### src/rtl/pmod_als_spi_transmitter_if.sv
`default_nettype none
// ============================================================================
// Module      : pmod_als_spi_transmitter_if
// Description : SPI pin bundle between a master and the Pmod ALS sensor model.
// Revision    : 1.0 - initial release
// ============================================================================
interface pmod_als_spi_transmitter_if;
  logic cs;      // chip select, active low
  logic sck;     // serial clock, idle high
  logic sdo;     // serial data from the sensor
  logic sdo_oe;  // sensor is driving sdo

  modport master (output cs, output sck, input sdo, input sdo_oe);
  modport slave  (input cs, input sck, output sdo, output sdo_oe);
endinterface
`default_nettype wire

### src/rtl/pmod_als_spi_transmitter.sv
`default_nettype none
// ============================================================================
// Module      : pmod_als_spi_transmitter
// Description : Peripheral-side model of the Pmod ALS (ADC081S021 framing).
//               Oversamples the master's cs/sck and shifts out a latched
//               sample framed by leading and trailing zeros, MSB first.
// Revision    : 1.0 - initial release
// ============================================================================
module pmod_als_spi_transmitter #(
  parameter int LEAD_ZEROS = 3,
  parameter int DATA_WIDTH = 8,
  parameter int FRAME_BITS = 16
) (
  input  wire logic                  clock,
  input  wire logic                  reset_n,
  input  wire logic [DATA_WIDTH-1:0] sample,
  input  wire logic                  sample_we,
  pmod_als_spi_transmitter_if.slave  spi,
  output logic                       frame_done,
  output logic                       frame_abort,
  output logic                       busy
);

  localparam int C_TRAIL_ZEROS = FRAME_BITS - LEAD_ZEROS - DATA_WIDTH;
  localparam int C_CNT_W       = $clog2(FRAME_BITS + 1);
  localparam logic [C_CNT_W-1:0] C_LAST_BIT = C_CNT_W'(FRAME_BITS - 1);

  typedef enum logic [1:0] {
    ST_IDLE  = 2'd0,
    ST_SHIFT = 2'd1,
    ST_DONE  = 2'd2
  } state_t;

  state_t                  r_state;
  logic [2:0]              r_cs_pipe;   // [0],[1] synchronizer, [2] edge delay
  logic [2:0]              r_sck_pipe;
  logic [DATA_WIDTH-1:0]   r_pending;
  logic [FRAME_BITS-1:0]   r_frame;
  logic [C_CNT_W-1:0]      r_count;
  logic                    r_busy;
  logic                    r_done;
  logic                    r_abort;
  logic [FRAME_BITS-1:0]   w_load;
  logic                    w_cs_fall;
  logic                    w_cs_rise;
  logic                    w_sck_fall;

  // Frame image: leading zeros, pending sample, trailing zeros (if any).
  if (C_TRAIL_ZEROS > 0) begin : g_trail
    assign w_load = {{LEAD_ZEROS{1'b0}}, r_pending, {C_TRAIL_ZEROS{1'b0}}};
  end else begin : g_no_trail
    assign w_load = {{LEAD_ZEROS{1'b0}}, r_pending};
  end

  assign w_cs_fall  =  r_cs_pipe[2]  & ~r_cs_pipe[1];
  assign w_cs_rise  = ~r_cs_pipe[2]  &  r_cs_pipe[1];
  assign w_sck_fall =  r_sck_pipe[2] & ~r_sck_pipe[1];

  assign spi.sdo     = r_frame[FRAME_BITS-1];
  assign spi.sdo_oe  = r_busy;
  assign busy        = r_busy;
  assign frame_done  = r_done;
  assign frame_abort = r_abort;

  // Bring the asynchronous master pins into the clock domain; idle level is high.
  always_ff @(posedge clock or negedge reset_n) begin
    if (!reset_n) begin
      r_cs_pipe  <= 3'b111;
      r_sck_pipe <= 3'b111;
    end else begin
      r_cs_pipe  <= {r_cs_pipe[1:0], spi.cs};
      r_sck_pipe <= {r_sck_pipe[1:0], spi.sck};
    end
  end

  // Pending sample; only copied into the frame at frame start, so a write
  // during a frame is deferred to the next one.
  always_ff @(posedge clock or negedge reset_n) begin
    if (!reset_n) begin
      r_pending <= '0;
    end else if (sample_we) begin
      r_pending <= sample;
    end
  end

  // Frame sequencer: load on cs fall, shift on sck fall, abort on early cs rise.
  always_ff @(posedge clock or negedge reset_n) begin
    if (!reset_n) begin
      r_state <= ST_IDLE;
      r_frame <= '0;
      r_count <= '0;
      r_busy  <= 1'b0;
      r_done  <= 1'b0;
      r_abort <= 1'b0;
    end else begin
      r_done  <= 1'b0;
      r_abort <= 1'b0;
      case (r_state)
        ST_IDLE: begin
          if (w_cs_fall) begin
            r_frame <= w_load;
            r_count <= '0;
            r_busy  <= 1'b1;
            r_state <= ST_SHIFT;
          end
        end
        ST_SHIFT: begin
          // cs rise is checked first so a coincident sck fall cannot finish the frame.
          if (w_cs_rise) begin
            r_abort <= 1'b1;
            r_frame <= '0;
            r_count <= '0;
            r_busy  <= 1'b0;
            r_state <= ST_IDLE;
          end else if (w_sck_fall) begin
            r_count <= r_count + C_CNT_W'(1);
            if (r_count == C_LAST_BIT) begin
              r_frame <= '0;
              r_done  <= 1'b1;
              r_state <= ST_DONE;
            end else begin
              r_frame <= {r_frame[FRAME_BITS-2:0], 1'b0};
            end
          end
        end
        ST_DONE: begin
          // Extra sck edges are ignored; sdo stays low until cs returns high.
          if (w_cs_rise) begin
            r_count <= '0;
            r_busy  <= 1'b0;
            r_state <= ST_IDLE;
          end
        end
        default: begin
          r_frame <= '0;
          r_count <= '0;
          r_busy  <= 1'b0;
          r_state <= ST_IDLE;
        end
      endcase
    end
  end

endmodule
`default_nettype wire

### src/flat_wrapper.sv
// flat-port wrapper written by rule: the top's interface ports become plain ports
module pmod_als_spi_transmitter_flat 
#(
  parameter int LEAD_ZEROS = 3,
  parameter int DATA_WIDTH = 8,
  parameter int FRAME_BITS = 16
)
  (clock, reset_n, sample, sample_we, frame_done, frame_abort, busy, spi_cs, spi_sck, spi_sdo, spi_sdo_oe);
  pmod_als_spi_transmitter_if spi_i ();
  input  wire logic clock;
  input  wire logic reset_n;
  input  wire logic [DATA_WIDTH-1:0] sample;
  input  wire logic sample_we;
  output logic frame_done;
  output logic frame_abort;
  output logic busy;
  input wire logic [$bits(spi_i.cs)-1:0] spi_cs;
  input wire logic [$bits(spi_i.sck)-1:0] spi_sck;
  output wire logic [$bits(spi_i.sdo)-1:0] spi_sdo;
  output wire logic [$bits(spi_i.sdo_oe)-1:0] spi_sdo_oe;
  assign spi_i.cs = spi_cs;
  assign spi_i.sck = spi_sck;
  assign spi_sdo = spi_i.sdo;
  assign spi_sdo_oe = spi_i.sdo_oe;
  pmod_als_spi_transmitter #(.LEAD_ZEROS(LEAD_ZEROS), .DATA_WIDTH(DATA_WIDTH), .FRAME_BITS(FRAME_BITS)) u_core (.clock(clock), .reset_n(reset_n), .sample(sample), .sample_we(sample_we), .spi(spi_i), .frame_done(frame_done), .frame_abort(frame_abort), .busy(busy));
endmodule
### config.mk
export PLATFORM = sky130hd
export DESIGN_NAME = pmod_als_spi_transmitter_flat
export DESIGN_NICKNAME = d
export VERILOG_FILES = /design/src/rtl/pmod_als_spi_transmitter_if.sv /design/src/rtl/pmod_als_spi_transmitter.sv /design/src/flat_wrapper.sv
export SDC_FILE = /design/constraint.sdc
export NUM_CORES = 1
export LEC_CHECK = 0
export BUFFER_PORTS_ARGS = -buffer_cell sky130_fd_sc_hd__buf_2
export CORE_UTILIZATION = 45
export CTS_CLUSTER_DIAMETER = 60
export DETAILED_ROUTE_END_ITERATION = 16
export GPL_ROUTABILITY_DRIVEN = 0
export PLACE_DENSITY = 0.72
export SYNTH_ARGS = -nofsm -noshare
export SYNTH_HDL_FRONTEND = slang
export SYNTH_SLANG_ARGS = --single-unit
### constraint.sdc
create_clock -name clock -period 1.9 [get_ports clock]
set_input_delay 0 -clock clock [delete_from_list [all_inputs] [get_ports clock]]
set_output_delay 0 -clock clock [all_outputs]
set_load 0.02 [all_outputs]
==> impl_metrics.env, run 1 <==
export IMPL_worst_ep_arrival_time_ns=2.07
export IMPL_drt_vias_per_instance=5.10
export IMPL_core_sq_um=3420
export IMPL_fp_dieH_um=62.5
export IMPL_critPathRequiredTime_ns=2.14
export IMPL_cts_sinks=35
export IMPL_utilization=0.581
export IMPL_ys_top_cells_by_area="dfrtp_1 (44%), dfstp_2 (9.6%), mux2_2 (6.2%)"
export IMPL_clk_pin_slew_ns=0.11
export IMPL_reg2reg_slack_ns=0.07
export IMPL_ant_nets=0
export IMPL_die_area_sq_um=3900
export IMPL_path_class="reg2reg"
export IMPL_h_tree_depth=2
export IMPL_ys_types=38
export IMPL_numCtsBuffers=5
export IMPL_fmax_mhz=547
export IMPL_clk_path_buf_depth=2
export IMPL_drive_gt1_frac=0.373
export IMPL_yosys_warnings=0
export IMPL_die_x_um=62.5
export IMPL_syn_area_sq_um=1650
export IMPL_grt_overflow_total=0
export IMPL_slew_violations=0
export IMPL_grt_pass1_vias=1125
export IMPL_crit_path_start_kind="register"
export IMPL_yosys_mux_area_fraction=0.144
export IMPL_avgSynthCellArea_sq_um=12.6
export IMPL_dp_hpwl_um=2030
export IMPL_tightest_slew_ns=0.749
export IMPL_synthCells=131
export IMPL_grt_setup_unrepaired="no"
export IMPL_multiInputGateArea_sq_um=691
export IMPL_drv_cap=0
export IMPL_cts_tree="done"
export IMPL_finalCritPeriodShare=0.963
export IMPL_drt_initial_drc_count=64
export IMPL_drt_wirelength_per_cell_um=13.5
export IMPL_pre_cts_slack_ns=0.0509
export IMPL_status="completed"
export IMPL_areaGrowthSynthToFinish_pct=20.5
export IMPL_drc=0
export IMPL_cts_root_buffer="clkbuf_4"
export IMPL_tns_ns=0
export IMPL_critPathCaptureType="register"
export IMPL_dr_total_vias=1096
export IMPL_yosys_register_bits=35
export IMPL_leakage_nw=0.915
export IMPL_synth_xor_area_frac=0
export IMPL_place_area_sq_um=1800
export IMPL_synthArstFlopShare=1.00
export IMPL_io_buffer_count=17
export IMPL_syn_nets=151
export IMPL_synth_edf_count=0
export IMPL_setup_viol=0
export IMPL_synthAdderAreaFrac=0.0532
export IMPL_synth_simple_area_share=0.103
export IMPL_ys_dominant_reg_cell="dfrtp_1"
export IMPL_fillCellCount=285
export IMPL_hold_class="in2reg"
export IMPL_fin_area_sq_um=1980
export IMPL_synth_area_leader_cell="dfrtp_1"
export IMPL_post_route_min_period_ns=1.83
export IMPL_path_max_fanout=8
export IMPL_vdd_ir_drop_max_mv=0.650
export IMPL_hold_viol=0
export IMPL_layout_common_cells="dfrtp_1 (29), buf_2 (17), dlygate4sd3_1 (11)"
export IMPL_synth_compound_area_frac=0.115
export IMPL_start_util=0.482
export IMPL_synth_top_area_frac=0.441
export IMPL_power_density_nw_per_um2=1210
export IMPL_totalWireLength_um=2900
export IMPL_grt_pass1_wl_um=4930
export IMPL_grt_max_degree=36
export IMPL_grt_usage=0.167
export IMPL_slew_headroom=0.500
export IMPL_antenna_found_initial=0
export IMPL_fin_nets=188
export IMPL_firstDrtPassIters=4
export IMPL_ys_seq_area_frac=0.537
export IMPL_fp_row_count=21
export IMPL_layout_commonest_cell="dfrtp_1"
export IMPL_seqCellArea_sq_um=883
export IMPL_ios=18
export IMPL_skew_ns=0.0107
export IMPL_power_mw=2.39
export IMPL_clk_latency_ns=0.34
export IMPL_antenna_cells=0
export IMPL_synth_top_family_by_area="multiplexers"
export IMPL_setup_ws_ns=0.0710
[layout make-up]
cell class	count	share of cell area
Sequential cell	35	0.445
Tap cell	46	0.0290
Timing Repair Buffer	35	0.131
Clock inverter	2	0.00631
Clock buffer	6	0.0208
Inverter	10	0.0189
Multi-Input combinational cell	81	0.348
[flip-flops by register name, indices dropped and copies added (netlist names)]
| signal | count |
|---|---|
| u_core.frame_done | 1 |
| u_core.r_sck_pipe | 3 |
| u_core.r_state | 2 |
| u_core.r_cs_pipe | 3 |
| u_core.busy | 1 |
| u_core.r_count | 5 |
| u_core.r_frame | 11 |
| u_core.frame_abort | 1 |
| u_core.r_pending | 8 |
[synthesized netlist by cell type, types with 4 or more instances]
cell	instances
dfrtp_1	29
dfstp_2	6
ha_1	7
inv_1	10
mux2_2	9
mux2_4	5
mux2i_1	5
nand2_1	8
o21ai_0	4
o22ai_1	4
[layer usage]
metal	wire, um	part of all wire	vias up	GRT usage
met5	0	0	-	0
met2	1360	0.47	15	0.262
met4	48	0.017	0	0.0756
met3	92	0.032	6	0.0566
li1	-	-	536	-
met1	1400	0.48	539	0.208
[per-stage QoR]
stage	hold slack [ns]	std cells
floorplan	-0.296	131
global placement	0.105	195
detailed placement	0.107	195
CTS	0.0536	214
global route	0.0322	215
finish	0.0534	215
[final timing paths]
check	start	end	depth (start not counted)
setup reg to reg	u_core.r_count[0]$_DFFE_PN0P_	u_core.r_frame[7]$_DFFE_PN0P_	8
hold reg to reg	u_core.r_cs_pipe[0]$_DFF_PN1_	u_core.r_cs_pipe[1]$_DFF_PN1_	0
hold / removal	sample_we	u_core.r_pending[6]$_DFFE_PN0P_	2
setup / recovery	u_core.r_count[0]$_DFFE_PN0P_	u_core.r_frame[7]$_DFFE_PN0P_	8
max in group asynchronous	reset_n	u_core.frame_abort$_DFF_PN0_	2
min in group asynchronous	reset_n	u_core.busy$_DFFE_PN0P_	2
[power by group]
group | total (mW) | switching, mW | internal (mW) | leakage (nW)
registers | 1.00 | 0.0924 | 0.909 | 0.434
clock network | 0.387 | 0.244 | 0.143 | 0.0282
logic | 1.00 | 0.479 | 0.525 | 0.453
total | 2.39 | 0.816 | 1.58 | 0.915
[critical path, cell delays in order (launching register included)]
cell and delay, ns:
dfrtp_1 0.40, ha_2 0.21, and3_4 0.18, ha_1 0.14, nand2b_1 0.12, nor2_1 0.05, buf_4 0.17, a22o_2 0.21
mux2_4 0.25
[timing repair]
item | in CTS | in global routing
hold buffers | 11 | 0
endpoints found under the setup margin | 0 | 4
setup buffers | 0 | 1
hold endpoints to repair | 39 | 0
gates resized for setup | 0 | 2
[cell families (layout without fill, tap and decap cells)]
logic type      Yosys count  in the layout
compound gates           25             25
fa+ha+maj                 7              7
buf+inv                  15             53
flops                    35             35
mux                      20             20
simple gates             29             29
(Power assumes the default switching activity.)
==> inputs of run 2 (changes only) <==
--- a/config.mk
+++ b/config.mk
@@ -6,11 +6,13 @@
 export NUM_CORES = 1
 export LEC_CHECK = 0
 export BUFFER_PORTS_ARGS = -buffer_cell sky130_fd_sc_hd__buf_2
+export CORE_ASPECT_RATIO = 0.75
 export CORE_UTILIZATION = 45
 export CTS_CLUSTER_DIAMETER = 60
 export DETAILED_ROUTE_END_ITERATION = 16
 export GPL_ROUTABILITY_DRIVEN = 0
 export PLACE_DENSITY = 0.72
+export SLEW_MARGIN = 20
 export SYNTH_ARGS = -nofsm -noshare
 export SYNTH_HDL_FRONTEND = slang
 export SYNTH_SLANG_ARGS = --single-unit
==> run 2 against run 1 <==
  * First-iteration DRC count up 58%
  * Clock power up 43%
  * Sequential share of layout area down 1.7 points
  * Register-to-register slack improved by 0.02 ns
==> impl_metrics.env, run 2 (synthesis results as in run 1) <==
export IMPL_status="completed"
export IMPL_core_sq_um=3380
export IMPL_hold_class="in2reg"
export IMPL_critPathRequiredTime_ns=2.08
export IMPL_hold_ws_ns=0.112
export IMPL_max_stage_delay_ns=0.37
export IMPL_drv_cap=0
export IMPL_cp_slowest_cell="dfrtp_1"
export IMPL_path_delay_family="flip-flops"
export IMPL_areaGrowthSynthToFinish_pct=25.2
export IMPL_critPathBufInv=1
export IMPL_ant_nets=0
export IMPL_tns_ns=0
export IMPL_die_x_um=71.8
export IMPL_slew_violations=0
export IMPL_numCtsBuffers=5
export IMPL_vdd_ir_drop_max_mv=0.692
export IMPL_path_class="reg2reg"
export IMPL_power_mw=2.63
export IMPL_slew_headroom=0.496
export IMPL_cts_root_buffer="clkbuf_8"
export IMPL_crit_path_start_kind="register"
export IMPL_cp_common_cell="ha_2"
export IMPL_totalWireLength_um=3180
export IMPL_cts_tree="done"
export IMPL_leakage_nw=0.961
export IMPL_hold_viol=0
export IMPL_power_density_nw_per_um2=1280
export IMPL_dr_total_vias=1115
export IMPL_firstDrtPassIters=4
export IMPL_drt_wirelength_per_cell_um=14.9
export IMPL_worst_ep_arrival_time_ns=1.99
export IMPL_fin_nets=193
export IMPL_top_regs="u_core.r_frame (11), u_core.r_pending (8), u_core.r_count (5)"
export IMPL_ios=18
export IMPL_path_max_fanout=7
export IMPL_io_buffer_count=17
export IMPL_clk_pin_slew_ns=0.07
export IMPL_grt_setup_unrepaired="no"
export IMPL_post_route_min_period_ns=1.81
export IMPL_fin_area_sq_um=2060
export IMPL_grt_pass1_wl_um=5270
export IMPL_skew_ns=0.0155
export IMPL_h_tree_depth=2
export IMPL_grt_max_degree=36
export IMPL_die_area_sq_um=3900
export IMPL_drt_initial_drc_count=101
export IMPL_finalCritPeriodShare=0.954
export IMPL_fp_dieH_um=54.4
export IMPL_antenna_found_initial=0
export IMPL_place_area_sq_um=1800
export IMPL_clk_path_buf_depth=2
export IMPL_grt_usage=0.194
export IMPL_path_cells="ha_2 -> and3_4 -> ha_2 -> nand2b_4 -> nor2_1 -> buf_4 -> a22o_2 -> mux2_4"
export IMPL_start_util=0.487
export IMPL_fmax_mhz=552
export IMPL_dp_hpwl_um=2070
export IMPL_tightest_slew_ns=0.756
export IMPL_fillCellCount=270
export IMPL_critPathCaptureType="register"
export IMPL_largest_reg_flops=11
export IMPL_layout_common_cells="dfrtp_1 (29), buf_2 (17), dlygate4sd3_1 (11), buf_4 (11), inv_1 (10)"
export IMPL_antenna_cells=0
export IMPL_drive_gt1_frac=0.402
export IMPL_setup_viol=0
export IMPL_grt_pass1_vias=1118
export IMPL_regMostFlops="u_core.r_frame"
export IMPL_clk_latency_ns=0.29
export IMPL_grt_overflow_total=0
export IMPL_cts_sinks=35
export IMPL_layout_commonest_cell="dfrtp_1"
export IMPL_drt_vias_per_instance=5.21
export IMPL_drc=0
export IMPL_fp_row_count=18
==> run 2: repair_timing <==
action                     CTS  global route
setup endpoints to repair    0             5
gates resized for setup      0             4
hold endpoints to repair    39             0
buffers inserted             0             5
hold buffers                11             0
==> run 2: worst paths after layout <==
kind / cells after the start / slack (ns) / startpoint / endpoint
max: 8 / 0.09 / u_core.r_count[1]$_DFFE_PN0P_ / u_core.r_frame[7]$_DFFE_PN0P_
min: 2 / 0.11 / sample_we / u_core.r_pending[6]$_DFFE_PN0P_
max reg2reg: 8 / 0.09 / u_core.r_count[1]$_DFFE_PN0P_ / u_core.r_frame[7]$_DFFE_PN0P_
min reg2reg: 0 / 0.35 / u_core.r_sck_pipe[0]$_DFF_PN1_ / u_core.r_sck_pipe[1]$_DFF_PN1_
max in group asynchronous: 2 / 1.09 / reset_n / u_core.r_state[1]$_DFFE_PN0P_
min in group asynchronous: 2 / 0.31 / reset_n / u_core.r_frame[8]$_DFFE_PN0P_
==> run 2: cell type report <==
| type | count | area (sq um) | share of cell area |
|---|---|---|---|
| Tap cell | 40 | 50.0 | 0.0243 |
| Timing Repair Buffer | 40 | 298 | 0.145 |
| Clock inverter | 1 | 5.00 | 0.00243 |
| Multi-Input combinational cell | 81 | 701 | 0.340 |
| Inverter | 10 | 37.5 | 0.0182 |
| Clock buffer | 7 | 86.3 | 0.0419 |
| Sequential cell | 35 | 883 | 0.429 |
==> run 2: stage by stage <==
step | utilization | cells | setup WS (ns)
5_1_grt | 0.610 | 214 | 0.0122
6_report | 0.610 | 214 | 0.0881
3_3_place_gp | 0.534 | 190 | 0.135
4_1_cts | 0.594 | 209 | 0.0338
3_5_place_dp | 0.534 | 190 | 0.0855
2_1_floorplan | - | 131 | 0.149
==> run 2: report_power, final <==
group | switching [mW] | internal, mW | total [mW]
clock | 0.260 | 0.292 | 0.552
combinational | 0.497 | 0.578 | 1.07
sequential | 0.0936 | 0.911 | 1.00
==> run 2: metal layers <==
layer	wire, um	GRT usage
met3	125	0.0847
met2	1450	0.314
met4	74	0.101
met1	1530	0.224
met5	0	0
==> run 2: worst register-to-register path, stage by stage (launching register included) <==
cell	delay, ns
dfrtp_1	0.37
ha_2	0.20
and3_4	0.18
ha_2	0.17
nand2b_4	0.12
nor2_1	0.04
buf_4	0.17
a22o_2	0.21
mux2_4	0.25
==> inputs of run 3 (changes only) <==
--- a/config.mk
+++ b/config.mk
@@ -7,11 +7,12 @@
 export LEC_CHECK = 0
 export BUFFER_PORTS_ARGS = -buffer_cell sky130_fd_sc_hd__buf_2
 export CORE_ASPECT_RATIO = 0.75
-export CORE_UTILIZATION = 45
+export CORE_UTILIZATION = 27
+export CTS_BUF_LIST = sky130_fd_sc_hd__clkbuf_4
 export CTS_CLUSTER_DIAMETER = 60
 export DETAILED_ROUTE_END_ITERATION = 16
 export GPL_ROUTABILITY_DRIVEN = 0
-export PLACE_DENSITY = 0.72
+export PLACE_DENSITY = 0.5
 export SLEW_MARGIN = 20
 export SYNTH_ARGS = -nofsm -noshare
 export SYNTH_HDL_FRONTEND = slang
==> run 3 against run 2 <==
  * Total power shrank 8.8%
  * Setup slack gained 0.034 ns
  * Die area grew 64%
  * Design area shrank 1.7%
  * Utilization shrank 26 points
  * Clock power shrank 29%
  * Highest routed layer unchanged
  * Count of clock-buffer cells in the layout shrank 1
  * Cell count grew 16%
==> impl_metrics.env, run 3 (synthesis results as in run 1) <==
export IMPL_status="completed"
export IMPL_power_density_nw_per_um2=1180
export IMPL_fp_dieH_um=69.6
export IMPL_drive_gt1_frac=0.371
export IMPL_firstDrtPassIters=4
export IMPL_path_cells="ha_2 -> and3_1 -> ha_1 -> nand2b_1 -> nor2_1 -> buf_4 -> a22o_2 -> mux2_4"
export IMPL_antenna_cells=0
export IMPL_totalWireLength_um=3090
export IMPL_drt_wirelength_per_cell_um=12.5
export IMPL_utilization=0.346
export IMPL_grt_pass1_vias=1134
export IMPL_cp_slowest_cell="dfrtp_1"
export IMPL_grt_usage=0.111
export IMPL_drt_initial_drc_count=69
export IMPL_fmax_mhz=562
export IMPL_reg2reg_to="u_core.r_frame[7]$_DFFE_PN0P_"
export IMPL_fin_nets=189
export IMPL_hold_viol=0
export IMPL_layout_common_cells="dfrtp_1 (29), buf_2 (17), dlygate4sd3_1 (11)"
export IMPL_grt_setup_unrepaired="no"
export IMPL_startpoint="u_core.r_count[1]$_DFFE_PN0P_"
export IMPL_finalCritPeriodShare=0.936
export IMPL_largest_reg_flops=11
export IMPL_reg2reg_slack_ns=0.12
export IMPL_cts_root_buffer="clkbuf_4"
export IMPL_rr_startpoint="u_core.r_count[1]$_DFFE_PN0P_"
export IMPL_grt_max_degree=36
export IMPL_max_stage_delay_ns=0.37
export IMPL_power_mw=2.40
export IMPL_start_util=0.281
export IMPL_multiInputGateArea_sq_um=686
export IMPL_clk_latency_ns=0.34
export IMPL_drv_cap=0
export IMPL_seqCellArea_sq_um=883
export IMPL_ff2ff_path_depth=8
export IMPL_cp_endpoint="u_core.r_frame[7]$_DFFE_PN0P_"
export IMPL_hold_class="in2reg"
export IMPL_path_max_fanout=8
export IMPL_ant_nets=0
export IMPL_cts_tree="done"
export IMPL_grt_overflow_total=0
export IMPL_die_x_um=92.1
export IMPL_setup_viol=0
export IMPL_io_buffer_count=17
export IMPL_fillCellCount=594
export IMPL_drc=0
export IMPL_layout_commonest_cell="dfrtp_1"
export IMPL_ios=18
export IMPL_h_tree_depth=2
export IMPL_top_regs="u_core.r_frame (11), u_core.r_pending (8), u_core.r_count (5)"
export IMPL_slew_violations=0
export IMPL_crit_path_start_kind="register"
export IMPL_cts_sinks=35
export IMPL_leakage_nw=0.926
export IMPL_path_class="reg2reg"
export IMPL_clk_path_buf_depth=2
export IMPL_fp_row_count=24
export IMPL_die_area_sq_um=6410
export IMPL_grt_pass1_wl_um=5430
export IMPL_critPathCaptureType="register"
export IMPL_vdd_ir_drop_max_mv=0.441
export IMPL_worst_ep_arrival_time_ns=2.02
export IMPL_numCtsBuffers=5
export IMPL_regMostFlops="u_core.r_frame"
export IMPL_areaGrowthSynthToFinish_pct=23.1
export IMPL_post_route_min_period_ns=1.78
export IMPL_dr_total_vias=1138
export IMPL_tightest_slew_ns=0.768
export IMPL_dp_hpwl_um=2260
export IMPL_clk_pin_slew_ns=0.11
export IMPL_critPathRequiredTime_ns=2.14
export IMPL_antenna_found_initial=0
export IMPL_core_sq_um=5860
export IMPL_drt_vias_per_instance=4.59
export IMPL_slew_headroom=0.488
export IMPL_tns_ns=0
export IMPL_skew_ns=0.0122
-- run 3: area by class of cell --
cell class | count | area share
flip-flops and latches | 35 | 0.436
multi-input cells | 81 | 0.338
repair buffers | 36 | 0.132
well taps | 78 | 0.0482
clock buffers | 6 | 0.0222
inverters | 10 | 0.0185
clock inverters | 2 | 0.00432
-- run 3: power by group --
group	switching, mW	internal (mW)
sequential	0.0882	0.909
clock	0.240	0.153
combinational	0.470	0.539
total	0.799	1.60
-- run 3: worst min-delay path by stage --
| stage | cells after the start | endpoint | slack, ns | startpoint |
|---|---|---|---|---|
| global placement | 1 | u_core.r_pending[7]$_DFFE_PN0P_ | 0.11 | reset_n |
| CTS | 2 | u_core.r_pending[0]$_DFFE_PN0P_ | 0.09 | sample_we |
| floorplan | 0 | u_core.busy$_DFFE_PN0P_ | -0.30 | reset_n |
| global route | 2 | u_core.r_pending[0]$_DFFE_PN0P_ | 0.11 | sample_we |
| finish | 2 | u_core.r_pending[0]$_DFFE_PN0P_ | 0.07 | sample_we |
| detailed placement | 1 | u_core.r_sck_pipe[0]$_DFF_PN1_ | 0.11 | spi_sck |
-- run 3: through the flow --
step	instance area (sq um)	std cells	hold WS (ns)	worst slack (ns)
finish	2030	248	0.0747	0.122
detailed placement	1850	228	0.107	0.0734
floorplan	1650	131	-0.296	0.149
global placement	1850	228	0.106	0.137
global route	2030	248	0.105	0.0217
CTS	2020	247	0.0893	0.0782
-- run 3: repair_timing --
action / in CTS / in global routing
setup endpoints to repair: 0 / 5
buffers inserted: 0 / 1
gates resized for setup: 0 / 1
hold endpoints to repair: 39 / 0
hold buffers: 11 / 0
-- run 3: critical path, delay by kind of cell (launching register included) --
| family | cells | cell delay [ns] |
|---|---|---|
| flip-flops | 1 | 0.37 |
| AND/OR/NAND/NOR | 3 | 0.35 |
| buffers and inverters | 1 | 0.15 |
| multiplexers | 1 | 0.25 |
| adder cells (fa/ha/maj) | 2 | 0.35 |
| AO/OA/AOI/OAI | 1 | 0.21 |
-- run 3: metal layers --
layer | GRT usage | wire, um
met4 | 0.0417 | 34
met3 | 0.0362 | 183
met5 | 0 | 0
met1 | 0.157 | 1560
met2 | 0.158 | 1320
